**src/rtl/sec_add_pkg.sv**
```systemverilog
// Shared types and constants for the sequenced masked adder/subtractor.
package sec_add_pkg;

  typedef enum logic [1:0] {
    ST_IDLE   = 2'd0,
    ST_PHASE1 = 2'd1,
    ST_PHASE2 = 2'd2,
    ST_DONE   = 2'd3
  } state_t;

  localparam int RND_XY = 0;
  localparam int RND_XC = 1;
  localparam int RND_YC = 2;

  // Round counter must hold 0..K-2; never narrower than one bit.
  function automatic int rcnt_w(input int k);
    return (k - 1 > 1) ? $clog2(k - 1) : 1;
  endfunction

endpackage

```
**src/rtl/sec_and_dom.sv**
```systemverilog
// Single-bit two-stage domain-oriented masked AND: q0 ^ q1 = (a0 ^ a1) & (b0 ^ b1).
module sec_and_dom (
  input  logic clk_i,
  input  logic rst_i,
  input  logic en1,
  input  logic en2,
  input  logic a0,
  input  logic a1,
  input  logic b0,
  input  logic b1,
  input  logic r,
  output logic q0,
  output logic q1
);

  logic inner0_p1;
  logic inner1_p1;
  logic cross01_p1;
  logic cross10_p1;

  always_ff @(posedge clk_i) begin
    if (rst_i) begin
      inner0_p1  <= 1'b0;
      inner1_p1  <= 1'b0;
      cross01_p1 <= 1'b0;
      cross10_p1 <= 1'b0;
      q0         <= 1'b0;
      q1         <= 1'b0;
    end else begin
      // stage 1: cross-domain products are masked before they are stored
      if (en1) begin
        inner0_p1  <= a0 & b0;
        inner1_p1  <= a1 & b1;
        cross01_p1 <= (a0 & b1) ^ r;
        cross10_p1 <= (a1 & b0) ^ r;
      end
      // stage 2: each domain only ever combines registered terms
      if (en2) begin
        q0 <= inner0_p1 ^ cross01_p1;
        q1 <= inner1_p1 ^ cross10_p1;
      end
    end
  end

endmodule

```
**src/rtl/sec_add_seq.sv**
```systemverilog
// Bit-serial first-order Boolean-masked adder/subtractor, one carry bit per
// PHASE1/PHASE2 round through three time-shared DOM AND gadgets.
module sec_add_seq
  import sec_add_pkg::*;
#(
  parameter int K = 16
) (
  input  logic         clk_i,
  input  logic         rst_i,
  input  logic         start_i,
  input  logic         sub_i,
  input  logic [K-1:0] x0_i,
  input  logic [K-1:0] x1_i,
  input  logic [K-1:0] y0_i,
  input  logic [K-1:0] y1_i,
  input  logic [2:0]   rnd_i,
  output logic         busy_o,
  output logic         done_o,
  output logic [K-1:0] z0_o,
  output logic [K-1:0] z1_o
);

  localparam int RW = rcnt_w(K);
  localparam logic [RW-1:0] R_LAST = RW'(K - 2);

  state_t        state;
  logic [RW-1:0] r_cnt;
  logic [K-1:0]  mask;
  logic [K-1:0]  xs0, xs1, ys0, ys1;
  logic [K-2:0]  zw0, zw1;
  logic [K-1:0]  zh0, zh1;
  logic          ci0, ci1;
  logic          first;

  logic xa0, xa1, ya0, ya1;
  logic cin0, cin1;
  logic xy_q0, xy_q1, xc_q0, xc_q1, yc_q0, yc_q1;
  logic en1, en2;
  logic zb0, zb1, msb0, msb1;

  assign en1 = (state == ST_PHASE1);
  assign en2 = (state == ST_PHASE2);

  // Only the selected bit of each share is forwarded to the gadgets.
  assign xa0 = |(xs0 & mask);
  assign xa1 = |(xs1 & mask);
  assign ya0 = |(ys0 & mask);
  assign ya1 = |(ys1 & mask);

  // Round 0 uses the latched initial carry; later rounds use the gadget outputs.
  assign cin0 = first ? ci0 : (xy_q0 ^ xc_q0 ^ yc_q0);
  assign cin1 = first ? ci1 : (xy_q1 ^ xc_q1 ^ yc_q1);

  assign zb0  = xa0 ^ ya0 ^ cin0;
  assign zb1  = xa1 ^ ya1 ^ cin1;
  assign msb0 = xs0[K-1] ^ ys0[K-1] ^ cin0;
  assign msb1 = xs1[K-1] ^ ys1[K-1] ^ cin1;

  sec_and_dom u_and_xy (
    .clk_i (clk_i), .rst_i (rst_i), .en1 (en1), .en2 (en2),
    .a0 (xa0), .a1 (xa1), .b0 (ya0), .b1 (ya1),
    .r (rnd_i[RND_XY]), .q0 (xy_q0), .q1 (xy_q1)
  );

  sec_and_dom u_and_xc (
    .clk_i (clk_i), .rst_i (rst_i), .en1 (en1), .en2 (en2),
    .a0 (xa0), .a1 (xa1), .b0 (cin0), .b1 (cin1),
    .r (rnd_i[RND_XC]), .q0 (xc_q0), .q1 (xc_q1)
  );

  sec_and_dom u_and_yc (
    .clk_i (clk_i), .rst_i (rst_i), .en1 (en1), .en2 (en2),
    .a0 (ya0), .a1 (ya1), .b0 (cin0), .b1 (cin1),
    .r (rnd_i[RND_YC]), .q0 (yc_q0), .q1 (yc_q1)
  );

  always_ff @(posedge clk_i) begin
    if (rst_i) begin
      state  <= ST_IDLE;
      r_cnt  <= '0;
      mask   <= '0;
      xs0    <= '0;
      xs1    <= '0;
      ys0    <= '0;
      ys1    <= '0;
      zw0    <= '0;
      zw1    <= '0;
      zh0    <= '0;
      zh1    <= '0;
      ci0    <= 1'b0;
      ci1    <= 1'b0;
      first  <= 1'b0;
      busy_o <= 1'b0;
      done_o <= 1'b0;
    end else begin
      case (state)
        ST_IDLE: begin
          if (start_i) begin
            xs0    <= x0_i;
            xs1    <= x1_i;
            ys0    <= y0_i ^ {K{sub_i}};
            ys1    <= y1_i;
            ci0    <= sub_i;
            ci1    <= 1'b0;
            first  <= 1'b1;
            r_cnt  <= '0;
            mask   <= {{(K-1){1'b0}}, 1'b1};
            zw0    <= '0;
            zw1    <= '0;
            busy_o <= 1'b1;
            state  <= ST_PHASE1;
          end
        end
        ST_PHASE1: begin
          state <= ST_PHASE2;
        end
        ST_PHASE2: begin
          first <= 1'b0;
          zw0   <= zw0 | (mask[K-2:0] & {(K-1){zb0}});
          zw1   <= zw1 | (mask[K-2:0] & {(K-1){zb1}});
          if (r_cnt == R_LAST) begin
            done_o <= 1'b1;
            state  <= ST_DONE;
          end else begin
            r_cnt <= r_cnt + RW'(1);
            mask  <= mask << 1;
            state <= ST_PHASE1;
          end
        end
        ST_DONE: begin
          zh0    <= {msb0, zw0};
          zh1    <= {msb1, zw1};
          done_o <= 1'b0;
          busy_o <= 1'b0;
          state  <= ST_IDLE;
        end
        default: state <= ST_IDLE;
      endcase
    end
  end

  // The working shares are only shown once complete, in the DONE cycle.
  assign z0_o = (state == ST_DONE) ? {msb0, zw0} : zh0;
  assign z1_o = (state == ST_DONE) ? {msb1, zw1} : zh1;

endmodule

```
**config.mk**
```make
export PLATFORM = sky130hd
export DESIGN_NAME = sec_add_seq
export DESIGN_NICKNAME = d
export VERILOG_FILES = /design/src/rtl/sec_add_pkg.sv /design/src/rtl/sec_and_dom.sv /design/src/rtl/sec_add_seq.sv
export SDC_FILE = /design/constraint.sdc
export NUM_CORES = 1
export LEC_CHECK = 0
export ABC_AREA = 1
export CAP_MARGIN = 10
export CORE_UTILIZATION = 36
export DETAILED_ROUTE_END_ITERATION = 12
export GPL_ROUTABILITY_DRIVEN = 0
export HOLD_SLACK_MARGIN = 0.02
export PLACE_DENSITY = 0.59
export SKIP_CTS_REPAIR_TIMING = 1
export SLEW_MARGIN = 5
export SYNTH_ARGS = -nofsm -noshare
export SYNTH_HDL_FRONTEND = slang
export SYNTH_SLANG_ARGS = --single-unit
```
**constraint.sdc**
```tcl
create_clock -name clk_i -period 4.37 [get_ports clk_i]
set_input_delay 0.874 -clock clk_i [delete_from_list [all_inputs] [get_ports clk_i]]
set_output_delay 0.874 -clock clk_i [all_outputs]
set_load 0.005 [all_outputs]
```
==> run summary <==
Status: completed
Post-Layout Cell Count: 1264
Total congestion overflow: 0
Root Buffer: clkbuf_16
Worst Hold Class: reg2reg
Placed cell area: 0.00808 mm²
Worst Skew: 0.0137 ns
Yosys top cell area share: 49.3%
WS Path Type: reg2out
GR Util All Layers: 19.0%
Fin. Hold Viols: 0
Die area: 0.0197 mm²
Die Wd: 140 µm
Die Ht: 140 µm
I/O pin count: 105
Vias in the first global route: 5707
Initial antenna violation count: 0
DRT iter0 DRCs: 353
Post-DP HPWL: 12100 µm
Critical path's top delay family: buffers and inverters
First-pass GRT wire length: 29300 µm
Leakage: 3.83 nW
Vias post-DR: 6058
Maximum fanout along the worst path: 33
Synth warn: 0
Wire per inst: 14.1 µm
Tcrit/Tclk final: 77.2%
Worst Path Buf+Inv: 3
Seq cells post-synth: 170
TritonCTS clock tree: yes
Post-route cell area: 0.00876 mm²
Pwr Density: 430 mW/mm²
Power, Total: 3.76 mW
Pins Over Slew Limit: 0
Peak supply drop: 0.306 mV
Layout cell share with drive strength beyond 1: 8.16%
Final setup viols: 0
Core area: 0.0188 mm²
Via/cell ratio: 4.79
Nets: 1092
Overall routed net length: 17800 µm
Std cell rows: 50
Worst setup margin: 0.996 ns
Achievable Freq: 296 MHz
Initial core utilization: 36.8%
Pin count of the biggest net entering global routing: 52
Area of the multi-input gates: 0.00302 mm²
Dpl cells: 1232
Relative slew margins: 24.3%
Max stage delay on crit path: 0.61 ns
Dpl ws: 1.39 ns
Worst-Margin Slew: 1.13 ns
Top_reg_cell synth: dfxtp_1
CTS buffer count: 17
# clock sinks: 170
Worst-path clk slew: 0.06 ns
Max-cap viol count: 0
Max Buffers Root-to-Sink: 2
Fillcell total: 1975
Data arrival, critical path: 2.50 ns
Final ANT Viol Nets: 0
CP required: 3.50 ns
Most common cell in the synthesized netlist: nand2_1
Synth top cells by count: 173 x nand2_1, 170 x dfxtp_1, 162 x nor2_1
Storage element area: 0.00340 mm²
# diodes: 0
TNS Setup: 0 ns
Post-Route Hold Slack: 0.456 ns
CP Capture Type: output pin
Area Overhead vs Synth: 26.8%
Asr flop ratio synth: 0%
Mapped Area: 0.00690 mm²
Port bufs: 104
Worst-Skew Late Latency: 0.43 ns
Syn Nets: 1009
Post-route DRC: 0
Worst path cell trace: nand2_1, inv_1, or2_2, o21ai_0, inv_1, clkdlybuf4s50_1
Worst path slowest cell: inv_1
Crit path top cell by count: inv_1
Mapped Avg Cell Area: 7.39 µm²
Tmin final: 3.37 ns
CTS HTree Levels: 4
Synth cell types: 30
Final core utilization: 46.7%
Cell type with the largest total area after synthesis: dfxtp_1
Setup crit start kind: flip-flop
EDFF count, synth: 0
Sequential share of the synthesized area: 49.3%
Syn Inst Count: 934
Synth area leaders: dfxtp_1 49%, o21ai_0 10%, nand2_1 9.4%
RSZ-0062 raised after global routing: false
DRT Pass-1 Iters: 5
registers in the layout, summed over array words and instances (netlist names), 2 cells and up:
register	flops
xs1	16
xs0	16
zh0	16
r_cnt	4
ys0	16
zw1	15
mask	16
state	2
ys1	16
zh1	16
zw0	15
cell usage in the layout (no fill, tap or decap), types with 2 or more instances in the layout:
master           instances
nor2_4                   3
nand2_2                  2
xor2_1                   3
nand4_1                  3
xnor2_1                 23
nand3_1                 53
clkbuf_16               17
a21oi_1                 27
clkdlybuf4s50_1        103
inv_1                   66
clkbuf_8                 2
nor2_2                   3
or2_2                   31
buf_4                    7
clkinv_4                 2
ha_1                     4
inv_2                    6
nand3b_1                 2
o21ai_1                 12
nand2_1                173
o21ai_0                139
dfxtp_1                170
bufinv_16                6
clkbuf_1                 3
nor2_1                 161
worst min-delay path, delay by kind of cell, from the launching register on:
kind             cells  cell delay [ns]
AO/OA/AOI/OAI        1             0.05
flip-flops           1             0.32
AND/OR/NAND/NOR      1             0.05
worst paths after layout:
| kind | start | end | slack (ns) | cells after the start |
|---|---|---|---|---|
| worst min register to register | ys0[12] | ys0[12] | 0.46 | 2 |
| worst max-delay path | state[1] | z1_o[5] | 1.0 | 6 |
| worst max register to register | mask[4] | zw1[1] | 1.66 | 9 |
| worst min-delay path | ys0[12] | ys0[12] | 0.46 | 2 |
routing by layer:
metal / vias to the layer above / routed length [µm] / share of wire (%) / GRT usage [%]
met5: - / 0 / 0 / 0
li1: 3148 / - / - / -
met3: 19 / 689 / 3.9 / 3.73
met1: 2756 / 9220 / 52 / 26.7
met2: 135 / 7710 / 43 / 29.4
met4: 0 / 212 / 1.2 / 6.01
layout make-up:
type / instances / area share, %
Clock buffer: 22 / 5.30
Clock inverter: 10 / 2.41
Inverter: 73 / 3.16
Multi-Input combinational cell: 644 / 34.5
Sequential cell: 170 / 38.9
Tap cell: 234 / 3.34
Timing Repair Buffer: 111 / 12.4
cell families after synthesis:
| kind of cell | share of synthesized area, % |
|---|---|
| xor gates and xnor gates | 3.30 |
| adders and majority gates | 0.725 |
| DFF | 49.3 |
| AOI/OAI and AO/OA | 13.2 |
| buffers and inverters | 7.01 |
| and+or+nand+nor | 26.4 |
power breakdown:
group | total [mW] | switching [mW] | internal [mW] | leakage (nW)
Clock | 1.72 | 0.613 | 1.11 | 0.329
Sequential | 1.67 | 0.0452 | 1.63 | 1.39
Combinational | 0.372 | 0.212 | 0.160 | 2.11
No activity file was read; power rests on OpenSTA's default activity.
==> RTL change 1, RTL diff (same flow settings) <==
Put a register stage on the outputs `z0_o` and `z1_o`, cleared by the reset. The values now appear one clock later. The other outputs are not delayed to match.
--- a/src/rtl/sec_add_seq.sv
+++ b/src/rtl/sec_add_seq.sv
@@ -142,4 +142,11 @@
   // The working shares are only shown once complete, in the DONE cycle.
-  assign z0_o = (state == ST_DONE) ? {msb0, zw0} : zh0;
-  assign z1_o = (state == ST_DONE) ? {msb1, zw1} : zh1;
+  always_ff @(posedge clk_i) begin
+    if (rst_i) begin
+      z0_o <= '0;
+      z1_o <= '0;
+    end else begin
+      z0_o <= (state == ST_DONE) ? {msb0, zw0} : zh0;
+      z1_o <= (state == ST_DONE) ? {msb1, zw1} : zh1;
+    end
+  end
 
Check against the original RTL: same outputs for any inputs over 10 cycles, from zero or initial values and one cycle with rst_i high; that may be too few to reach the edited logic, so the function may still have changed.
==> RTL change 1 against the unedited design <==
  * Register-to-register slack gained 0.22 ns
  * Synthesized cell count shrank 0.75%
  * Final area is essentially flat
  * Die area grew 0.31%
  * Worst setup slack gained 0.78 ns
  * Combinational power grew 3%
  * Sequential cell count is the same
  * Non-clock buffer count shrank 1
  * Final cell count shrank 0.63%
  * Sequential share of layout area is essentially flat
  * Power shrank 1.6%
  * Area after synthesis grew 0.31%
  * Routed wire length grew 1.0%
==> RTL change 1: results (changes against the unedited design) <==
Outcome - completed
Vias in the first global route - 5,605 (-1.8%)
Cells after synthesis - 927 (-0.75%)
Leak Pwr - 3.43 nW (-10%)
Post-Syn Nets - 1,002 (-0.69%)
H-tree Lvls - 4 (unchanged)
Input/output buffers - 104 (unchanged)
Min-Delay Startpoint - zw1[7]$_SDFFE_PP0P_
Global-route wire length before repair - 28,900 um (-1.3%)
Total GRT Usage - 18.9% (-0.17 points)
Reg2reg setup slack - 1.88 ns (+0.22 ns)
Via density - 4.89 (+2.0%)
Hold Path End - z1_o[7]$_SDFFE_PP0P_
Hold Path Depth - 2 (unchanged)
Initial antenna violation count - 0 (unchanged)
Final setup margin - 1.77 ns (+0.775 ns)
GRT met3 Usage - 3.74% (+0.0099 points)
CTS buffer count - 17 (unchanged)
Clk slew on worst S/H paths - 0.06 ns (about the same)
Worst r2r dst - zw0[11]$_SDFFE_PP0P_
Worst hold slack - 0.455 ns (-0.000954 ns)
Pre-CTS setup slack - 1.36 ns (-0.0232 ns)
Fin cells - 1,256 (-0.63%)
Arrival @ worst endpoint - 2.96 ns (+0.46 ns)
Drt wl/cell - 14.3 um (+1.7%)
Synth warnings - 0 (unchanged)
Critical path capture point - u_and_xy.q0$_SDFFE_PP0P_
Synth Flop Type - dfxtp_1
Grt met2 use - 30.5% (+1.1 points)
Share of cells above drive strength 1 - 5.58% (-2.6 points)
Skew final - 0.00857 ns (-0.00513 ns)
CTS Root Cell - clkbuf_16
Top cells by count, synth - nor2_1, dfxtp_1, nand2_1, o21ai_0, nand3_1
Crit Path Max Fanout - 57 (+73%)
Ant. Diodes - 0 (unchanged)
Yosys cell types - 31 (+3.3%)
Met1 Track Usage GR - 25.2% (-1.4 points)
Register area share after synthesis - 49.1% (-0.15 points)
Maximum number of pins on one net before global-route repair - 66 (+27%)
Hpwl dp - 12,200 um (+0.37%)
CP Launch Point - rst_i
Top post-synthesis cells by area - dfxtp_1, nor2_1, o21ai_0, nand2_1, nand3_1
Peak supply drop - 267 uV (-13%)
Sw Share - 24.2% (+1.0 points)
Clk_lat worst skew - 0.43 ns (about the same)
Min-delay worst type - reg2reg
Placed cells - 1,224 (-0.65%)
First-pass DRT Iterations - 5 (unchanged)
Setup_tns - 0 ns (unchanged)
Worst slew margin - 35.1% (+11 points)
FF-to-FF Start - mask[7]$_SDFFE_PP0P_
Placed instance area - 8080 um2 (about the same)
Fin nets - 1,085 (-0.64%)
Drt first-iter violations - 477 (+35%)
Reg2Reg Depth - 10 (+1)
-- RTL change 1: cell count changes after synthesis, sizes merged, moves of 3 or more --
cell / change
o22ai: +6
o21ai: -31
o32ai: +3
clkbuf: -5
nand3: +16
nor2: +24
a21oi: +22
or2: -31
inv: -7
a211oi: +5
nand2: -18
buf: +4
-- RTL change 1: power groups by stage --
| stage | sequential (mW) | clock [mW] | combinational [mW] |
|---|---|---|---|
| final | 1.68 | 1.64 | 0.384 |
| after global routing | 1.69 | 1.74 | 0.433 |
| after CTS | 1.68 | 1.67 | 0.388 |
| after detailed placement | 1.71 | 0 | 0.385 |
| after global placement | 1.71 | 0 | 0.381 |
| after floorplan | 1.70 | 0 | 0.244 |
-- RTL change 1: final cells by class --
class	instances	area (um2)
Fill cell	1885	10000
Sequential cell	170	3400
Multi-Input combinational cell	643	3050
Timing Repair Buffer	110	1110
Clock buffer	19	443
Tap cell	234	293
Inverter	68	255
Clock inverter	12	196
-- RTL change 1: layer usage --
metal	vias up	routed length (um)
met5	-	0
met4	0	177
met3	16	849
met2	147	8270
met1	2817	8710
li1	3161	-
-- RTL change 1: cells by family after synthesis --
family	share of synthesized area [%]
compound gates	14.7
flops	49.1
simple gates	25.5
buf+inv	6.76
fa+ha+maj	0.723
xor+xnor	3.16
-- RTL change 1: worst max-delay path, stage by stage --
cell             delay (ns)
clkdlybuf4s50_1        0.39
buf_4                  0.24
inv_2                  0.53
buf_4                  0.55
o21ai_0                0.18
a21oi_1                0.14
==> RTL change 2, RTL diff (same settings) <==
Made on the original files. The parameter `K` goes from 16 to 8.
--- a/src/rtl/sec_add_seq.sv
+++ b/src/rtl/sec_add_seq.sv
@@ -5,3 +5,3 @@
 #(
-  parameter int K = 16
+  parameter int K = 8
 ) (
Ports: changed (6 resized); port bits go from 105 to 57. No check against the original RTL was run, so the function may have changed too.
==> RTL change 2 against the unedited design <==
  * Sequential cell count is 73 lower
  * Hold slack got worse by 0.0054 ns
  * Final cell count down 40%
  * Count of clock-buffer cells in the layout shrank 11
  * Power decreased by 48%
  * Final area down 42%
  * Routed wire length down 46%
  * Via count is 41% lower
  * Largest cell class unchanged
  * Worst setup slack better by 0.26 ns
  * Sequential power is 43% lower
  * Area after synthesis shrank 41%
  * Utilization shrank 0.43 points
  * Fmax up 8.4%
==> RTL change 2: results (changes against the unedited design) <==
Skew final - 0.00674 ns (-0.00695 ns)
Worst r2r dst - zw1[6]$_SDFFE_PP0P_
Fill count - 1,128 (-43%)
Input/output buffers - 56 (-46%)
Compound-Gate Fraction of Synth Area - 11.5% (-1.8 points)
Vias in the first global route - 3,310 (-42%)
Top post-synthesis cells by area - dfxtp_1, nand2_1, nand3_1, inv_1, o21ai_0
Share of cells above drive strength 1 - 6.30% (-1.9 points)
Register area share after synthesis - 47.4% (-1.8 points)
Placed instance area - 4760 um2 (-41%)
Total GRT Usage - 17.5% (-1.6 points)
Global-route wire length before repair - 15,900 um (-46%)
Reg2reg setup slack - 2.30 ns (+0.64 ns)
H-tree Lvls - 3 (-1)
Drt first-iter violations - 184 (-48%)
Clk_lat worst skew - 0.34 ns (-0.09 ns)
Fin nets - 658 (-40%)
Critical path capture point - z1_o[1]
WL final - 9630 um (-46%)
Worst slew margin - 57.1% (+33 points)
Leak Pwr - 2.25 nW (-41%)
Via density - 4.71 (-1.8%)
Adder-cell share of the synthesized area - 1.22% (+0.50 points)
Outcome - completed
First-pass DRT Iterations - 4 (-1)
Maximum number of pins on one net before global-route repair - 39 (-25%)
CP max stage delay - 0.49 ns (-0.12 ns)
Tcrit/Tclk final - 71.3% (-6.0 points)
[RTL change 2: logic make-up (layout without fill, tap and decap cells)]
kind of cell | after synthesis | in the layout
and+or+nand+nor | 275 | 275
DFF | 97 | 97
AOI/OAI and AO/OA | 91 | 91
buffers and inverters | 83 | 137
xor gates and xnor gates | 15 | 15
adders and majority gates | 4 | 4
[RTL change 2: report_power, final]
group	internal (mW)	switching [mW]	total, mW
Clock	0.457	0.326	0.783
Sequential	0.926	0.0248	0.951
Combinational	0.0918	0.122	0.214
[RTL change 2: area by class of cell]
class | count | area (um2) | share of cell area, %
timing repair buffer | 59 | 583 | 11.5
sequential | 97 | 1940 | 38.4
tap | 140 | 175 | 3.47
inverter | 63 | 236 | 4.68
multi-input combinational | 385 | 1820 | 36.0
clock buffer | 11 | 243 | 4.80
clock inverter | 4 | 53.8 | 1.06
[RTL change 2: worst min-delay path by stage]
stage / from / end / slack [ns] / cells past startpoint
floorplan: xs0[0]$_SDFFE_PP0P_ / xs0[0]$_SDFFE_PP0P_ / 0.42 / 2
global placement: ys1[2]$_SDFFE_PP0P_ / ys1[2]$_SDFFE_PP0P_ / 0.43 / 2
detailed placement: xs0[4]$_SDFFE_PP0P_ / xs0[4]$_SDFFE_PP0P_ / 0.44 / 2
CTS: xs0[5]$_SDFFE_PP0P_ / xs0[5]$_SDFFE_PP0P_ / 0.46 / 2
global route: xs0[4]$_SDFFE_PP0P_ / xs0[4]$_SDFFE_PP0P_ / 0.47 / 2
finish: xs0[1]$_SDFFE_PP0P_ / xs0[1]$_SDFFE_PP0P_ / 0.45 / 2
[RTL change 2: metrics by stage]
step	total power [mW]	cells	util (%)	hold slack, ns
final	1.95	759	46.2	0.451
after global routing	2.03	759	46.2	0.467
after CTS	1.96	759	46.2	0.456
after detailed placement	1.19	744	43.5	0.439
after global placement	1.18	744	43.5	0.431
after floorplan	1.10	565	-	0.419
[RTL change 2: critical path: cells and delay by family (launching register included)]
| family | cells | cell delay [ns] |
|---|---|---|
| compound gates | 1 | 0.11 |
| buf+inv | 3 | 0.86 |
| flops | 1 | 0.49 |
| simple gates | 2 | 0.43 |
[RTL change 2: per-layer routing]
layer  vias to the layer above  GRT usage [%]  part of all wire (%)
met5                         -              0                     0
met4                         0           5.50                   1.1
met3                        11           3.05                   3.4
met2                        65           28.7                    47
met1                      1599           23.4                    48
li1                       1898              -                     -
